## config.mk

```make
export PLATFORM = sky130hd
export DESIGN_NAME = ddr_cfg_seq_responder_flat
export DESIGN_NICKNAME = d
export VERILOG_FILES = /design/src/rtl/ddr_cfg_seq_responder_if.sv /design/src/rtl/ddr_cfg_seq_responder.sv /design/src/flat_wrapper.sv
export SDC_FILE = /design/constraint.sdc
export NUM_CORES = 1
export LEC_CHECK = 0
export BUFFER_PORTS_ARGS = -buffer_cell sky130_fd_sc_hd__buf_2
export CAP_MARGIN = 20
export CORE_MARGIN = 2
export CORE_UTILIZATION = 30
export CTS_BUF_LIST = sky130_fd_sc_hd__clkbuf_4
export CTS_CLUSTER_DIAMETER = 30
export DETAILED_ROUTE_END_ITERATION = 6
export PLACE_DENSITY_LB_ADDON = 0.15
export SYNTH_ARGS = -nofsm -noshare
export SYNTH_HDL_FRONTEND = slang
export SYNTH_SLANG_ARGS = --single-unit
export TNS_END_PERCENT = 100
```

## constraint.sdc

```tcl
create_clock -name iCLK -period 7 [get_ports iCLK]
set_clock_uncertainty 0.2 [all_clocks]
set_input_delay 0.35 -clock iCLK [delete_from_list [all_inputs] [get_ports iCLK]]
set_output_delay 0.35 -clock iCLK [all_outputs]
set_load 0.05 [all_outputs]
```

## src/rtl/ddr_cfg_seq_responder_if.sv

```systemverilog
// Reset/start/done handshake between the DDR reset controller (master) and
// the configuration-sequencer responder (slave), plus the responder's debug taps.
interface ddr_cfg_seq_responder_if;
    logic       cfg_reset;
    logic       cfg_start;
    logic       axi_rstn;
    logic       cfg_done;
    logic       axi_ready;
    logic       busy;
    logic [2:0] phase;
    logic       mrs_pulse;
    logic [2:0] mrs_idx;
    logic [2:0] err;

    modport master (
        output cfg_reset, cfg_start, axi_rstn,
        input  cfg_done, axi_ready, busy, phase, mrs_pulse, mrs_idx, err
    );

    modport slave (
        input  cfg_reset, cfg_start, axi_rstn,
        output cfg_done, axi_ready, busy, phase, mrs_pulse, mrs_idx, err
    );
endinterface

```

## src/rtl/ddr_cfg_seq_responder.sv

```systemverilog
// Emulates the hard-IP DDR configuration sequencer (power-up, MRS loads,
// calibration) and answers cfg_done; latches sticky handshake-violation flags.
module ddr_cfg_seq_responder #(
    parameter int pPwrUpCycles = 16,
    parameter int pMrsCount    = 4,
    parameter int pMrsGap      = 8,
    parameter int pCalCycles   = 32,
    parameter int pCntBitWidth = 16
) (
    input  logic                    iCLK,
    input  logic                    inRST,
    ddr_cfg_seq_responder_if.slave  cfg_if
);

    typedef enum logic [2:0] {
        ST_IDLE  = 3'd0,
        ST_PWRUP = 3'd1,
        ST_MRS   = 3'd2,
        ST_CAL   = 3'd3,
        ST_DONE  = 3'd4
    } state_t;

    localparam logic [pCntBitWidth-1:0] CNT_ZERO   = '0;
    localparam logic [pCntBitWidth-1:0] CNT_ONE    = pCntBitWidth'(1);
    localparam logic [pCntBitWidth-1:0] PWRUP_LAST = pCntBitWidth'(pPwrUpCycles - 1);
    localparam logic [pCntBitWidth-1:0] GAP_LAST   = pCntBitWidth'(pMrsGap - 1);
    localparam logic [pCntBitWidth-1:0] CAL_LAST   = pCntBitWidth'(pCalCycles - 1);
    localparam logic [2:0]              MRS_LAST   = 3'(pMrsCount - 1);

    state_t                  state_reg, state_next;
    logic [pCntBitWidth-1:0] cnt_reg, cnt_next;
    logic [2:0]              idx_reg, idx_next;
    logic [2:0]              err_reg, err_next;
    logic                    done_reg;
    logic                    busy_reg;
    logic                    pulse_reg;
    logic                    axi_ready_reg;

    always_comb begin
        state_next = state_reg;
        cnt_next   = cnt_reg;
        idx_next   = idx_reg;
        err_next   = err_reg;

        if (cfg_if.axi_rstn && state_reg != ST_DONE) begin
            err_next[1] = 1'b1;
        end

        if (cfg_if.cfg_reset) begin
            state_next = ST_IDLE;
            cnt_next   = CNT_ZERO;
            if (state_reg != ST_IDLE) begin
                err_next[2] = 1'b1;
            end
        end else begin
            case (state_reg)
                ST_IDLE: begin
                    if (cfg_if.cfg_start) begin
                        state_next = ST_PWRUP;
                        cnt_next   = CNT_ZERO;
                        idx_next   = 3'd0;
                    end
                end
                ST_PWRUP, ST_MRS, ST_CAL: begin
                    if (!cfg_if.cfg_start) begin
                        state_next  = ST_IDLE;
                        cnt_next    = CNT_ZERO;
                        err_next[0] = 1'b1;
                    end else if (state_reg == ST_PWRUP) begin
                        if (cnt_reg == PWRUP_LAST) begin
                            state_next = ST_MRS;
                            cnt_next   = CNT_ZERO;
                            idx_next   = 3'd0;
                        end else begin
                            cnt_next = cnt_reg + CNT_ONE;
                        end
                    end else if (state_reg == ST_MRS) begin
                        // Each slot is pMrsGap cycles; the last slot hands over to calibration.
                        if (cnt_reg == GAP_LAST) begin
                            cnt_next = CNT_ZERO;
                            if (idx_reg == MRS_LAST) begin
                                state_next = ST_CAL;
                            end else begin
                                idx_next = idx_reg + 3'd1;
                            end
                        end else begin
                            cnt_next = cnt_reg + CNT_ONE;
                        end
                    end else begin
                        if (cnt_reg == CAL_LAST) begin
                            state_next = ST_DONE;
                            cnt_next   = CNT_ZERO;
                        end else begin
                            cnt_next = cnt_reg + CNT_ONE;
                        end
                    end
                end
                ST_DONE: begin
                    state_next = ST_DONE;
                end
                default: begin
                    state_next = ST_IDLE;
                    cnt_next   = CNT_ZERO;
                end
            endcase
        end
    end

    // Outputs are derived from the next-state values so they line up with the phase.
    always_ff @(posedge iCLK) begin
        if (!inRST) begin
            state_reg     <= ST_IDLE;
            cnt_reg       <= CNT_ZERO;
            idx_reg       <= 3'd0;
            err_reg       <= 3'd0;
            done_reg      <= 1'b0;
            busy_reg      <= 1'b0;
            pulse_reg     <= 1'b0;
            axi_ready_reg <= 1'b0;
        end else begin
            state_reg     <= state_next;
            cnt_reg       <= cnt_next;
            idx_reg       <= idx_next;
            err_reg       <= err_next;
            done_reg      <= (state_next == ST_DONE);
            busy_reg      <= (state_next == ST_PWRUP) || (state_next == ST_MRS) ||
                             (state_next == ST_CAL);
            pulse_reg     <= (state_next == ST_MRS) && (cnt_next == CNT_ZERO);
            axi_ready_reg <= done_reg && cfg_if.axi_rstn;
        end
    end

    assign cfg_if.cfg_done  = done_reg;
    assign cfg_if.axi_ready = axi_ready_reg;
    assign cfg_if.busy      = busy_reg;
    assign cfg_if.phase     = state_reg;
    assign cfg_if.mrs_pulse = pulse_reg;
    assign cfg_if.mrs_idx   = idx_reg;
    assign cfg_if.err       = err_reg;

endmodule
```

## src/flat_wrapper.sv

```systemverilog
// flat-port wrapper written by rule: the top's interface ports become plain ports
module ddr_cfg_seq_responder_flat 
#(
    parameter int pPwrUpCycles = 16,
    parameter int pMrsCount    = 4,
    parameter int pMrsGap      = 8,
    parameter int pCalCycles   = 32,
    parameter int pCntBitWidth = 16
)
  (iCLK, inRST, cfg_if_cfg_reset, cfg_if_cfg_start, cfg_if_axi_rstn, cfg_if_cfg_done, cfg_if_axi_ready, cfg_if_busy, cfg_if_phase, cfg_if_mrs_pulse, cfg_if_mrs_idx, cfg_if_err);
  ddr_cfg_seq_responder_if cfg_if_i ();
  input  logic iCLK;
  input  logic inRST;
  input wire logic [$bits(cfg_if_i.cfg_reset)-1:0] cfg_if_cfg_reset;
  input wire logic [$bits(cfg_if_i.cfg_start)-1:0] cfg_if_cfg_start;
  input wire logic [$bits(cfg_if_i.axi_rstn)-1:0] cfg_if_axi_rstn;
  output wire logic [$bits(cfg_if_i.cfg_done)-1:0] cfg_if_cfg_done;
  output wire logic [$bits(cfg_if_i.axi_ready)-1:0] cfg_if_axi_ready;
  output wire logic [$bits(cfg_if_i.busy)-1:0] cfg_if_busy;
  output wire logic [$bits(cfg_if_i.phase)-1:0] cfg_if_phase;
  output wire logic [$bits(cfg_if_i.mrs_pulse)-1:0] cfg_if_mrs_pulse;
  output wire logic [$bits(cfg_if_i.mrs_idx)-1:0] cfg_if_mrs_idx;
  output wire logic [$bits(cfg_if_i.err)-1:0] cfg_if_err;
  assign cfg_if_i.cfg_reset = cfg_if_cfg_reset;
  assign cfg_if_i.cfg_start = cfg_if_cfg_start;
  assign cfg_if_i.axi_rstn = cfg_if_axi_rstn;
  assign cfg_if_cfg_done = cfg_if_i.cfg_done;
  assign cfg_if_axi_ready = cfg_if_i.axi_ready;
  assign cfg_if_busy = cfg_if_i.busy;
  assign cfg_if_phase = cfg_if_i.phase;
  assign cfg_if_mrs_pulse = cfg_if_i.mrs_pulse;
  assign cfg_if_mrs_idx = cfg_if_i.mrs_idx;
  assign cfg_if_err = cfg_if_i.err;
  ddr_cfg_seq_responder #(.pPwrUpCycles(pPwrUpCycles), .pMrsCount(pMrsCount), .pMrsGap(pMrsGap), .pCalCycles(pCalCycles), .pCntBitWidth(pCntBitWidth)) u_core (.iCLK(iCLK), .inRST(inRST), .cfg_if(cfg_if_i));
endmodule
```

==> summary.md <==
| Metric | Value |
|---|---|
| Total Die Area | `between 7000 and 8000 µm²` |
| Place WS | `roughly 4300 ps` |
| # DRC | `0` |
| Max reg flops | `16` |
| FP Rows | `29` |
| Most frequent cells in the layout | `dfxtp_1, nand2_1, buf_2` |
| Crit start category | `register` |
| Global route total overflow | `0` |
| Reg power frac | `0.567` |
| Reg2Reg Setup Slack | `4350 ps` |
| # setup viols final | `0` |
| Reg2reg path depth | `8` |
| Max VDD drop | `0.0686 mV` |
| Avg Inst Size Synth | `8.44 µm²` |
| CTS H-tree depth | `2` |
| CP max FO | `8` |
| Final period utilization | `0.379` |
| First-pass GRT wire length | `8840 µm` |
| Sequential element share of the synthesized area | `0.288` |
| Fin. max-slew vios | `0` |
| Fin util | `0.332` |
| Distinct cells, synth | `62` |
| Non-Filler Instances | `323` |
| Vias | `approximately 1800` |
| Final ANT Viol Nets | `0` |
| Clk pin slew, worst setup/hold paths | `about 100 ps` |
| CTS root buffer | `clkbuf_4` |
| Final GP Congestion | `0.824` |
| Arr. time, crit path | `between 2000 and 3000 ps` |
| RSZ-0062 raised after global routing | `false` |
| Most common cell after layout, fill and taps aside | `dfxtp_1` |
| Post-Syn Nets | `247` |
| Setup ws final | `4350 ps` |
| Vias in the first global route | `roughly 1700` |
| Tmin final | `2650 ps` |
| Worst Setup SP | `u_core.cnt_reg[0]` |
| # diodes | `0` |
| DRT Wirelength | `5090 µm` |
| Initial core utilization | `0.314` |
| IO Pins | `18` |
| Post-Synthesis Cells | `~240` |
| Final hold vios | `0` |
| I/O Buffers | `17` |
| Vias per cell | `5.54` |
| Hold slack | `61.4 ps` |
| Detailed router's first-iteration violation count | `84` |
| Cell area after placement | `2080 µm²` |
| Overall power | `296 µW` |
| Layout cells sized above 1 | `0.171` |
| Gr usage total | `0.150` |
| Setup crit end kind | `register` |
| Postcts setup bufs | `0` |
| Core area | `approximately 6400 µm²` |
| Mean routed wirelength per cell | `roughly 16 µm` |
| # clock sinks | `29` |
| Largest net degree at the start of global routing | `29` |
| Max Cap Viol | `0` |
| Antenna violations before repair | `0` |
| Area grow syn2layout | `5.77%` |
| Die W | `86.0 µm` |
| Worst Hold Launch | `cfg_if_axi_rstn` |
| Least-Margin Pin Slew | `533 ps` |
| Setup TNS | `0 ps` |
| Fin area | `2130 µm²` |
| Hold Buf Count CTS | `0` |
| Placed wire-length estimate | `between 3000 and 4000 µm` |
| P_int | `between 200 and 250 µW` |
| FFs w/ async S/R, synth | `0` |
| Crit Path Class | `reg2reg` |
| Net Sw Power | `84.5 µW` |
| Placed cell count | `about 320` |
| Yosys warns | `0` |
| Worst min-delay path endpoint | `u_core.cfg_if.axi_ready` |
| Area of the mapped netlist | `between 2000 and 2500 µm²` |
| Worst-Skew Late Latency | `330 ps` |
| Die Ht | `86.0 µm` |
| 1st-pass router iterations | `4` |
| CTS tree | `done` |
| CTS resizes | `0` |
| Req. time, crit path | `7050 ps` |
| Fmax achieved | `0.377 GHz` |
| RR Startpoint | `u_core.cnt_reg[0]` |
| RR Endpoint | `u_core.cfg_if.mrs_pulse` |
| LEAKAGE | `between 0.8 and 0.9 nW` |
| Seq cells post-synth | `29` |
| Prevailing post-synth register cell | `dfxtp_1` |
| Max clock buf depth | `2` |
| Power Density | `139 nW/µm²` |
| Min-Delay Path Class | `in2reg` |
| Clock network power share | `0.335` |
| Max-slew headroom | `0.642` |
| Final nets | `253` |
| Hold depth | `2` |
| Num CTS Buffers | `5` |
| Comb pwr share | `0.098` |
| Sw frac | `0.285` |
| Status | `complete, no violations` |
| Number of synthesized flops with an enable pin | `0` |
cell type report:
| class | count | area [µm²] |
|---|---|---|
| Clock inverter | 3 | 12.5 |
| Tap cell | 77 | 96.3 |
| Inverter | 2 | 7.51 |
| Clock buffer | 5 | 37.5 |
| Timing Repair Buffer | 18 | 92.6 |
| Multi-Input combinational cell | 189 | 1310 |
| Fill cell | 682 | 4290 |
| Sequential cell | 29 | 581 |
cell families after synthesis:
| kind of cell | Yosys count | synth area share |
|---|---|---|
| xor+xnor | 2 | 0.00868 |
| flops | 29 | 0.288 |
| mux | 2 | 0.00992 |
| compound gates | 69 | 0.264 |
| simple gates | 113 | 0.347 |
| fa+ha+maj | 3 | 0.0186 |
| buf+inv | 21 | 0.0645 |
routing by layer:
layer / up-vias / share of wire / track usage
met2: 21 / 0.46 / 0.243
met4: 0 / 0.014 / 0.0476
met3: 5 / 0.032 / 0.0269
li1: 909 / - / -
met5: - / 0 / 0
met1: 854 / 0.49 / 0.202
synthesized netlist by cell type, types with 4 or more instances:
cell type | number | share of area
dfxtp_1 | 29 | 0.29
nand2_1 | 21 | 0.039
nand3_1 | 15 | 0.037
nor2_1 | 11 | 0.020
a21oi_1 | 10 | 0.025
and2_1 | 9 | 0.028
o21ai_0 | 9 | 0.022
clkbuf_1 | 7 | 0.013
and3_1 | 6 | 0.019
nand2b_1 | 6 | 0.019
nor2b_1 | 6 | 0.019
o211a_1 | 6 | 0.030
a211oi_1 | 5 | 0.019
a21boi_0 | 5 | 0.019
nand4_1 | 5 | 0.015
nor3_1 | 5 | 0.012
o21a_1 | 5 | 0.019
and4_1 | 4 | 0.017
buf_2 | 4 | 0.0099
worst max path at each step:
stage	endpoint	slack, ps	depth (start not counted)
6_report	u_core.cfg_if.mrs_pulse	4350	8
5_1_grt	u_core.cfg_if.mrs_pulse	4080	8
4_1_cts	u_core.cfg_if.mrs_pulse	4300	8
3_5_place_dp	u_core.cfg_if.mrs_pulse	4340	8
2_1_floorplan	u_core.cfg_if.mrs_pulse	4540	9
3_3_place_gp	u_core.cfg_if.mrs_pulse	4380	8
power by group through the flow:
stage	clock network, mW	registers, mW	logic, mW
floorplan	0	0.177	0.0177
global placement	0	0.172	0.0297
detailed placement	0	0.172	0.0292
CTS	0.105	0.168	0.0293
global route	0.110	0.168	0.0319
finish	0.0993	0.168	0.0290
critical path, stage by stage (launching register included):
cell,delay [ps]
dfxtp_1,420
ha_1,270
and4_1,430
nand4_4,220
o21ai_0,290
a211oi_1,140
a221oi_4,220
nand3_1,120
nor4_2,260
Note: power is estimated with default switching activity, not from simulation.
